===== config.mk =====
export PLATFORM = sky130hd
export DESIGN_NAME = hazard_ctrl_flat
export DESIGN_NICKNAME = d
export VERILOG_FILES = /design/src/rtl/hazard_pkg.sv /design/src/rtl/hazard_ctrl_if.sv /design/src/rtl/hazard_ctrl_sat_counter.sv /design/src/rtl/hazard_ctrl.sv /design/src/flat_wrapper.sv
export SDC_FILE = /design/constraint.sdc
export NUM_CORES = 1
export LEC_CHECK = 0
export CAP_MARGIN = 40
export CORE_MARGIN = 2
export CORE_UTILIZATION = 42
export DETAILED_ROUTE_END_ITERATION = 16
export GPL_TIMING_DRIVEN = 0
export PLACE_DENSITY = 0.76
export SYNTH_ARGS = -nofsm -noshare
export SYNTH_HDL_FRONTEND = slang
export SYNTH_SLANG_ARGS = --single-unit

===== constraint.sdc =====
create_clock -name clk -period 2.5 [get_ports clk]
set_clock_uncertainty 0.2 [all_clocks]
set_input_delay 0.625 -clock clk [delete_from_list [all_inputs] [get_ports clk]]
set_output_delay 0.625 -clock clk [all_outputs]
set_load 0.005 [all_outputs]

===== src/rtl/hazard_pkg.sv =====
// Shared types and constants for the pipeline hazard/stall controller.
package hazard_pkg;

  typedef enum logic {
    RUN   = 1'b0,
    FLUSH = 1'b1
  } hazard_state_e;

  localparam int REG_AW_DEF = 4;
  localparam int CNT_W      = 16;
  localparam logic [CNT_W-1:0] CNT_MAX = {CNT_W{1'b1}};

endpackage


===== src/rtl/hazard_ctrl_if.sv =====
// Pipeline-side hazard inputs and stall/flush controls of hazard_ctrl.
interface hazard_ctrl_if
  import hazard_pkg::*;
#(
  parameter int REG_AW = REG_AW_DEF
);
  logic [REG_AW-1:0] id_rs1;
  logic [REG_AW-1:0] id_rs2;
  logic              id_use_rs1;
  logic              id_use_rs2;
  logic              ex_memread;
  logic [REG_AW-1:0] ex_rd;
  logic              ex_branch_taken;
  // mem_busy is the data memory's not-ready: while high the whole pipe holds.
  logic              mem_busy;
  logic              cnt_clr;

  logic              pc_stall;
  logic              ifid_stall;
  logic              ifid_flush;
  logic              idex_bubble;
  logic              idex_stall;
  logic              exmem_stall;
  logic [CNT_W-1:0]  stall_cycles;
  logic [CNT_W-1:0]  flush_cycles;

  modport master (
    output id_rs1, id_rs2, id_use_rs1, id_use_rs2, ex_memread, ex_rd,
           ex_branch_taken, mem_busy, cnt_clr,
    input  pc_stall, ifid_stall, ifid_flush, idex_bubble, idex_stall,
           exmem_stall, stall_cycles, flush_cycles
  );

  modport slave (
    input  id_rs1, id_rs2, id_use_rs1, id_use_rs2, ex_memread, ex_rd,
           ex_branch_taken, mem_busy, cnt_clr,
    output pc_stall, ifid_stall, ifid_flush, idex_bubble, idex_stall,
           exmem_stall, stall_cycles, flush_cycles
  );
endinterface


===== src/rtl/hazard_ctrl_sat_counter.sv =====
// Saturating up-counter with synchronous clear winning over increment.
module sat_counter #(
  parameter int W = 16
) (
  input  logic         clk,
  input  logic         rst_n,
  input  logic         inc,
  input  logic         clr,
  output logic [W-1:0] count
);
  logic [W-1:0] count_q;

  always_ff @(posedge clk or negedge rst_n) begin
    if (!rst_n) begin
      count_q <= '0;
    end else if (clr) begin
      count_q <= '0;
    end else if (inc && (count_q != {W{1'b1}})) begin
      count_q <= count_q + 1'b1;
    end
  end

  assign count = count_q;
endmodule


===== src/rtl/hazard_ctrl.sv =====
// Stall/flush controller: load-use, taken-branch flush and memory-busy freeze,
// with saturating stall/flush cycle counters.
module hazard_ctrl
  import hazard_pkg::*;
#(
  parameter int FLUSH_CYCLES = 1,
  parameter int REG_AW       = REG_AW_DEF
) (
  input  logic          clk,
  input  logic          rst_n,
  hazard_ctrl_if.slave  bus,
  output hazard_state_e dbg_state,
  output logic [2:0]    dbg_flush_left
);
  localparam logic [REG_AW-1:0] ZERO_REG   = '0;
  localparam logic [2:0]        FLUSH_INIT = 3'(FLUSH_CYCLES - 1);

  hazard_state_e state_q, state_d;
  logic [2:0]    flush_left_q, flush_left_d;
  logic          load_use;

  assign load_use = bus.ex_memread && (bus.ex_rd != ZERO_REG) &&
                    ((bus.id_use_rs1 && (bus.id_rs1 == bus.ex_rd)) ||
                     (bus.id_use_rs2 && (bus.id_rs2 == bus.ex_rd)));

  always_ff @(posedge clk or negedge rst_n) begin
    if (!rst_n) begin
      state_q      <= RUN;
      flush_left_q <= 3'd0;
    end else begin
      state_q      <= state_d;
      flush_left_q <= flush_left_d;
    end
  end

  // A busy memory freezes the FSM, so a pending branch is taken up later.
  always_comb begin
    state_d      = state_q;
    flush_left_d = flush_left_q;
    if (!bus.mem_busy) begin
      case (state_q)
        RUN: begin
          if (bus.ex_branch_taken && (FLUSH_CYCLES > 1)) begin
            state_d      = FLUSH;
            flush_left_d = FLUSH_INIT;
          end
        end
        FLUSH: begin
          flush_left_d = flush_left_q - 3'd1;
          if (flush_left_q == 3'd1) state_d = RUN;
        end
        default: state_d = RUN;
      endcase
    end
  end

  always_comb begin
    bus.pc_stall    = 1'b0;
    bus.ifid_stall  = 1'b0;
    bus.ifid_flush  = 1'b0;
    bus.idex_bubble = 1'b0;
    bus.idex_stall  = 1'b0;
    bus.exmem_stall = 1'b0;
    if (rst_n) begin
      if (bus.mem_busy) begin
        bus.pc_stall    = 1'b1;
        bus.ifid_stall  = 1'b1;
        bus.idex_stall  = 1'b1;
        bus.exmem_stall = 1'b1;
      end else begin
        case (state_q)
          RUN: begin
            if (bus.ex_branch_taken) begin
              bus.ifid_flush  = 1'b1;
              bus.idex_bubble = 1'b1;
            end else if (load_use) begin
              bus.pc_stall    = 1'b1;
              bus.ifid_stall  = 1'b1;
              bus.idex_bubble = 1'b1;
            end
          end
          FLUSH:   bus.ifid_flush = 1'b1;
          default: bus.ifid_flush = 1'b0;
        endcase
      end
    end
  end

  sat_counter #(.W(CNT_W)) u_stall_cnt (
    .clk   (clk),
    .rst_n (rst_n),
    .inc   (bus.pc_stall),
    .clr   (bus.cnt_clr),
    .count (bus.stall_cycles)
  );

  sat_counter #(.W(CNT_W)) u_flush_cnt (
    .clk   (clk),
    .rst_n (rst_n),
    .inc   (bus.ifid_flush),
    .clr   (bus.cnt_clr),
    .count (bus.flush_cycles)
  );

  assign dbg_state      = state_q;
  assign dbg_flush_left = flush_left_q;
endmodule

===== src/flat_wrapper.sv =====
// flat-port wrapper written by rule: the top's interface ports become plain ports
module hazard_ctrl_flat import hazard_pkg::*;
#(
  parameter int FLUSH_CYCLES = 1,
  parameter int REG_AW       = REG_AW_DEF
)
  (clk, rst_n, dbg_state, dbg_flush_left, bus_id_rs1, bus_id_rs2, bus_id_use_rs1, bus_id_use_rs2, bus_ex_memread, bus_ex_rd, bus_ex_branch_taken, bus_mem_busy, bus_cnt_clr, bus_pc_stall, bus_ifid_stall, bus_ifid_flush, bus_idex_bubble, bus_idex_stall, bus_exmem_stall, bus_stall_cycles, bus_flush_cycles);
  hazard_ctrl_if #(.REG_AW(REG_AW)) bus_i ();
  input  logic clk;
  input  logic rst_n;
  output hazard_state_e dbg_state;
  output logic [2:0] dbg_flush_left;
  input wire logic [$bits(bus_i.id_rs1)-1:0] bus_id_rs1;
  input wire logic [$bits(bus_i.id_rs2)-1:0] bus_id_rs2;
  input wire logic [$bits(bus_i.id_use_rs1)-1:0] bus_id_use_rs1;
  input wire logic [$bits(bus_i.id_use_rs2)-1:0] bus_id_use_rs2;
  input wire logic [$bits(bus_i.ex_memread)-1:0] bus_ex_memread;
  input wire logic [$bits(bus_i.ex_rd)-1:0] bus_ex_rd;
  input wire logic [$bits(bus_i.ex_branch_taken)-1:0] bus_ex_branch_taken;
  input wire logic [$bits(bus_i.mem_busy)-1:0] bus_mem_busy;
  input wire logic [$bits(bus_i.cnt_clr)-1:0] bus_cnt_clr;
  output wire logic [$bits(bus_i.pc_stall)-1:0] bus_pc_stall;
  output wire logic [$bits(bus_i.ifid_stall)-1:0] bus_ifid_stall;
  output wire logic [$bits(bus_i.ifid_flush)-1:0] bus_ifid_flush;
  output wire logic [$bits(bus_i.idex_bubble)-1:0] bus_idex_bubble;
  output wire logic [$bits(bus_i.idex_stall)-1:0] bus_idex_stall;
  output wire logic [$bits(bus_i.exmem_stall)-1:0] bus_exmem_stall;
  output wire logic [$bits(bus_i.stall_cycles)-1:0] bus_stall_cycles;
  output wire logic [$bits(bus_i.flush_cycles)-1:0] bus_flush_cycles;
  assign bus_i.id_rs1 = bus_id_rs1;
  assign bus_i.id_rs2 = bus_id_rs2;
  assign bus_i.id_use_rs1 = bus_id_use_rs1;
  assign bus_i.id_use_rs2 = bus_id_use_rs2;
  assign bus_i.ex_memread = bus_ex_memread;
  assign bus_i.ex_rd = bus_ex_rd;
  assign bus_i.ex_branch_taken = bus_ex_branch_taken;
  assign bus_i.mem_busy = bus_mem_busy;
  assign bus_i.cnt_clr = bus_cnt_clr;
  assign bus_pc_stall = bus_i.pc_stall;
  assign bus_ifid_stall = bus_i.ifid_stall;
  assign bus_ifid_flush = bus_i.ifid_flush;
  assign bus_idex_bubble = bus_i.idex_bubble;
  assign bus_idex_stall = bus_i.idex_stall;
  assign bus_exmem_stall = bus_i.exmem_stall;
  assign bus_stall_cycles = bus_i.stall_cycles;
  assign bus_flush_cycles = bus_i.flush_cycles;
  hazard_ctrl #(.FLUSH_CYCLES(FLUSH_CYCLES), .REG_AW(REG_AW)) u_core (.clk(clk), .rst_n(rst_n), .bus(bus_i), .dbg_state(dbg_state), .dbg_flush_left(dbg_flush_left));
endmodule

==> results of run 1 <==
[flip-flops by register name, indices dropped and copies added (netlist names)]
signal,count
u_core.u_flush_cnt.count,16
u_core.u_stall_cnt.count,16
u_core.dbg_flush_left,3
u_core.dbg_state,1
[worst max-delay path, cell delays in order]
cell and delay (ns):
buf_8 0.10, o41a_1 0.44, and3_4 0.18, a21oi_4 0.17, buf_8 0.13, inv_4 0.03, buf_6 0.10, buf_6 0.10
[worst paths after layout]
path,start,endpoint,slack (ns),cells after the start
min in group clk,u_core.dbg_flush_left[1]$_DFFE_PN0P_,u_core.dbg_flush_left[1]$_DFFE_PN0P_,0.33,2
max in group asynchronous,rst_n,u_core.u_stall_cnt.count[8]$_DFFE_PN0P_,1.06,2
worst min register to register,u_core.dbg_flush_left[1]$_DFFE_PN0P_,u_core.dbg_flush_left[1]$_DFFE_PN0P_,0.33,2
worst min-delay path,rst_n,u_core.u_stall_cnt.count[4]$_DFFE_PN0P_,0.02,2
worst max-delay path,bus_ex_rd[2],bus_pc_stall,-0.19,8
worst max register to register,u_core.u_flush_cnt.count[0]$_DFFE_PN0P_,u_core.u_flush_cnt.count[14]$_DFFE_PN0P_,0.16,8
[final cells by class]
type | count | area (um2) | share of cell area, %
clock buffers | 7 | 96.3 | 3.16
plain buffers | 8 | 55.1 | 1.80
well taps | 67 | 83.8 | 2.75
clock inverters | 1 | 30.0 | 0.984
multi-input cells | 171 | 1150 | 37.6
repair buffers | 71 | 707 | 23.2
inverters | 8 | 32.5 | 1.07
flip-flops and latches | 36 | 901 | 29.5
[stage by stage]
step                      total power [W]  std cells
final                             0.00132        369
after CTS                         0.00132        370
after global placement           0.000729        353
after detailed placement         0.000734        354
after global routing              0.00136        369
after floorplan                  0.000655        225
[cell families (layout without fill, tap and decap cells)]
logic type / after synthesis / count (layout) / share of synthesized area, %
AND/OR/NAND/NOR: 101 / 101 / 26.8
buffers and inverters: 18 / 95 / 3.89
flip-flops: 36 / 36 / 43.7
adder cells (fa/ha/maj): 4 / 4 / 2.43
AO/OA/AOI/OAI: 42 / 42 / 12.8
XOR/XNOR: 22 / 22 / 9.36
multiplexers: 2 / 2 / 1.03
[where the power goes]
group | switching [W] | internal (W) | leakage, nW
clock network | 0.000223 | 0.000352 | 0.0645
logic | 0.0000701 | 0.0000827 | 0.672
registers | 0.00000468 | 0.000585 | 0.502
[per-layer routing]
metal / track usage [%] / vias to the layer above / part of all wire [%] / wire length (um)
li1: - / 961 / - / -
met1: 27.8 / 939 / 47 / 2510
met2: 32.5 / 67 / 46 / 2500
met3: 5.01 / 7 / 5.4 / 291
met4: 6.67 / 0 / 1.7 / 90
met5: 0 / - / 0 / 0
[layout by cell type, fill, tap and decap left out, types with 10 or more instances in the layout]
| cell type | count |
|---|---|
| a21oi_1 | 16 |
| clkdlybuf4s50_1 | 38 |
| dfrtp_1 | 36 |
| nand2_1 | 21 |
| nand3_1 | 12 |
| nand4_1 | 11 |
| nor2_1 | 17 |
| xnor2_1 | 12 |
| xor2_1 | 10 |
[what timing repair did]
action | CTS | global route
buffers inserted | 6 | 1
hold buffers | 1 | 0
setup endpoints to repair | 27 | 17
cloned | 1 | 0
pin swaps | 13 | 4
endpoints found under the hold margin | 13 | 0
resized for setup | 71 | 10
==> results.md, run 1 <==
* Crit. End Element: output port
* Synthesis Warnings at 0
* Die Ht at 74.0 um
* # diodes at 0
* Sequential area share after synthesis at 43.7%
* RSZ-0062 raised after global routing: true
* Total grt overflow at 0
* Post-route setup slack at -0.186 ns
* Violated checks: setup timing
* Average size of a mapped cell at between 9 and 10 um2
* Detailed-placement wirelength estimate at around 3600 um
* Vias in the first global route at approximately 1900
* Final Hold Viols at 0
* CTS Sinks at 36
* Count of input and output buffers at 61
* Drt first pass iters at 4
* Worst hold path type: input pin to asynchronous set/reset pin
* Core region area at 4720 um2
* Post-route setup TNS at -0.455 ns
* Layout Utilization at 64.6%
* Share of layout cells above drive strength 1 at between 10% and 20%
* Post-route ant nets at 0
* Status: complete, but fails checks
* CTS Buffer Depth at 2
* Largest fanout on the critical path at 3
* Relative slew slack at between 60% and 70%
* Yosys reg bits at 36
* P_leak at ~1.2 nW
* CTS tree: built
* Setup slack at placement at -1.08 ns
* Pwr per Cell Area at between 400 and 500 nW/um2
* EDFF count, synth at 0
* Die W at approximately 74 um
* Via Count at between 1500 and 2000
* Hold Worst Slack at ~0.018 ns
* DP Area at approximately 2800 um2
* Fin crit share at 107%
* CP required at about 1.7 ns
* Fillers at around 420
* Peak Freq at around 370 MHz
* # rows at 25
* Min Tclk post-route at around 2.7 ns
* First-pass GRT wire length at approximately 8700 um
* Synth Net Count at about 250
* Final WL at roughly 5400 um
* Top cells by area, synth: dfrtp_1 44%, xnor2_1 5.1%, a21oi_1 4.4%, xor2_1 4.3%, nand2_1 3.8%
* Most common cell in the netlist: dfrtp_1
* Ys async rst share at 100%
* H-tree depth at 2
* Remaining DRCs at 0
* Slew Viols, Final at 0
* Setup CP Type: input pin to output port
* Die ar. at roughly 5500 um2
* CP Launch Type: input pin
* Top-Level Pins at 62
* Max Cap Violations at 0
* Area share of the largest cell type after synthesis at 43.7%
* Area grow syn2layout at 48.2%
* Setup-failing EPs final at 3
* Worst-margin pin slew at 0.573 ns
* Synth cell types at 39
* CTS Buf Count at 5
* Post-Syn Instances at around 230
* Largest net degree at the start of global routing at 14
* Peak supply drop at between 0.2 and 0.3 mV
* Post-Syn Area at about 2000 um2
* Total Routing Usage GR at between 20% and 30%
* Worst skew pair latency at 0.29 ns
* Post-synth top cells: 36 x dfrtp_1, 21 x nand2_1, 18 x a21oi_1, 18 x nor2_1
* Crit path arrival time at about 1.9 ns
* Final nets at 325
* Leading area contributor after synthesis: dfrtp_1
* Initial core utilization at between 40% and 50%
* GPL Wtd Cong at around 0.79
* Vias/cell at between 5 and 6
* CTS Root Buffer Type: clkbuf_8
* Wirelength per Cell at 14.6 um
* Fin area at between 3000 and 4000 um2
* 1st-iter DRT viols at 150
* Main synth FF type: dfrtp_1
* Worst-path clk slew at about 0.080 ns
* Initial antenna violation count at 0
Power figures use the tool's default switching activity.
==> run 2: changes to the inputs <==
CORE_UTILIZATION = 30   (was 42)
PLACE_DENSITY = default   (was 0.76)
==> run 2 against run 1 <==
Net effect:
- the run still ends with setup timing left
- wire length increased by 5.3%
- sequential power about the same
- sequential share of layout area decreased by 0.22 points
- clock-buffer cell count unchanged
- non-clock buffer count increased by 1
- maximum frequency decreased by 0.90%
- global-route usage decreased by 4.9 points
==> results.md, run 2 (synthesis gave the netlist of run 1 again) <==
* Slowest stage delay, CP at 0.44 ns (about the same)
* Pwr per Cell Area at 428 nW/um2 (-0.73%)
* Post-route setup TNS at -0.428 ns (+0.0278 ns)
* CTS Sinks at 36 (unchanged)
* R2r setup slk at 0.22 ns (+0.06 ns)
* CTS Root Buffer Type: clkbuf_8
* Worst skew pair latency at 0.29 ns (about the same)
* Critical-path cell list: buf_8, o41a_1, and3_4, a21oi_4, buf_8, inv_4, buf_6, buf_6
* Critical path's slowest cell: o41a_1
* Placed cell count at 367 (+3.7%)
* RSZ-0062 raised after global routing: true
* Worst-path clk slew at 0.07 ns (about the same)
* Peak Freq at 369 MHz (-0.90%)
* Detailed-placement wirelength estimate at 3920 um (+10%)
* Largest fanout on the critical path at 2 (-1)
* # rows at 30 (+20%)
* Initial core utilization at 30.7% (-13 points)
* Die W at 86.9 um (+17%)
* Total Routing Usage GR at 15.6% (-4.9 points)
* Violated checks: setup timing
* Relative slew slack at 65.2% (+3.6 points)
* CTS Buffer Depth at 2 (unchanged)
* Multi-input gate area at 1130 um2 (-1.3%)
* Remaining DRCs at 0 (unchanged)
* Via Count at 1986 (+0.61%)
* Area grow syn2layout at 49.3%
* Crit. End Element: output port
* FF/Latch Area at 901 um2 (unchanged)
* CP required at 1.67 ns (about the same)
* Total grt overflow at 0 (unchanged)
* H-tree depth at 2 (unchanged)
* CTS Buf Count at 5 (unchanged)
* Final nets at 326 (+0.31%)
* Wirelength per Cell at 14.8 um (+1.5%)
* Reg2reg start: u_core.u_flush_cnt.count[0]$_DFFE_PN0P_
* R2R depth at 6 (-2)
* # diodes at 0 (unchanged)
* GPL Wtd Cong at 0.750 (-5.5%)
* Fillers at 654 (+55%)
* Die Ht at 86.9 um (+17%)
* Most frequent cells in the layout: 39 x clkdlybuf4s50_1, 36 x dfrtp_1, 21 x nand2_1
* Commonest non-fill, non-tap cell in the layout: clkdlybuf4s50_1
* RR Endpoint: u_core.u_flush_cnt.count[9]$_DFFE_PN0P_
* Crit path arrival time at 1.89 ns (+0.03 ns)
* Post-route setup slack at -0.210 ns (-0.0244 ns)
* Worst-margin pin slew at 0.521 ns (-0.0515 ns)
* Top-Level Pins at 62 (unchanged)
* Fin crit share at 108% (+0.97 points)
* Largest net degree at the start of global routing at 17 (+3)
* Setup CP Type: input pin to output port
* Worst hold path type: input pin to asynchronous set/reset pin
* 1st-iter DRT viols at 55 (-63%)
* Hold Worst Slack at 0.0317 ns (+0.0139 ns)
* Final Hold Viols at 0 (unchanged)
* Final WL at 5670 um (+5.3%)
* Initial antenna violation count at 0 (unchanged)
* Share of layout cells above drive strength 1 at 18.2% (+0.27 points)
* Post-route ant nets at 0 (unchanged)
* Max Cap Violations at 0 (unchanged)
* CTS tree: built
* First-pass GRT wire length at 9280 um (+6.4%)
* Core region area at 6720 um2 (+42%)
* Final non-filler cell total at 383 (+3.8%)
* Setup-failing EPs final at 3 (unchanged)
* CP Launch Type: input pin
* Peak supply drop at 0.207 mV (-22%)
* Die ar. at 7540 um2 (+38%)
* Count of input and output buffers at 61 (unchanged)
* Drt first pass iters at 4 (unchanged)
* Min Tclk post-route at 2.71 ns (+0.0244 ns)
* Vias/cell at 5.19 (-3.1%)
* Slew Viols, Final at 0 (unchanged)
* Overall power at 0.00132 W (unchanged)
* Vias in the first global route at 1902 (+2.5%)
* Status: complete, but fails checks
* P_leak at 1.24 nW (about the same)
run 2: final cells by class:
type | count | share of cell area [%]
buffer | 8 | 1.83
clock buffer | 7 | 3.13
clock inverter | 1 | 0.976
inverter | 8 | 1.06
multi-input combinational | 171 | 36.8
sequential | 36 | 29.3
tap | 80 | 3.25
timing repair buffer | 72 | 23.6
run 2: critical path, delay by kind of cell:
family	cells	cell delay [ns]
AO/OA/AOI/OAI	2	0.62
AND/OR/NAND/NOR	1	0.18
buffers and inverters	5	0.46
run 2: worst max path at each step:
stage / from / to / slack [ns] / cells after the start
finish: bus_ex_rd[2] / bus_pc_stall / -0.21 / 8
global placement: rst_n / bus_pc_stall / -2.17 / 8
CTS: bus_ex_rd[1] / bus_pc_stall / -0.26 / 9
detailed placement: bus_ex_rd[2] / bus_pc_stall / -1.10 / 9
floorplan: bus_ex_rd[2] / bus_pc_stall / -0.05 / 7
global route: bus_ex_rd[2] / bus_pc_stall / -0.25 / 8
run 2: repair_timing:
item | in CTS | in global routing
setup endpoints to repair | 28 | 16
gates resized for setup | 56 | 19
hold buffers | 1 | 0
pin swaps | 15 | 12
gates cloned | 1 | 0
endpoints found under the hold margin | 7 | 0
buffers inserted | 6 | 2
run 2: where the power goes:
group | switching, W | internal, W
clock | 0.000221 | 0.000352
combinational | 0.0000700 | 0.0000842
sequential | 0.00000527 | 0.000585
total | 0.000296 | 0.00102
run 2: routing by layer:
layer	up-vias	track usage, %	part of all wire [%]
met4	0	4.40	0.42
met5	-	0	0
met1	960	19.9	45
met3	2	4.74	4.9
li1	970	-	-
met2	54	25.7	50
run 2: metrics by stage:
step           area, um2  setup slack, ns  utilization [%]
2_1_floorplan       2080          -0.0470                -
3_3_place_gp        2790            -2.17             41.6
3_5_place_dp        2810            -1.10             41.8
4_1_cts             3020           -0.264             44.9
5_1_grt             3080           -0.246             45.8
6_report            3080           -0.210             45.8
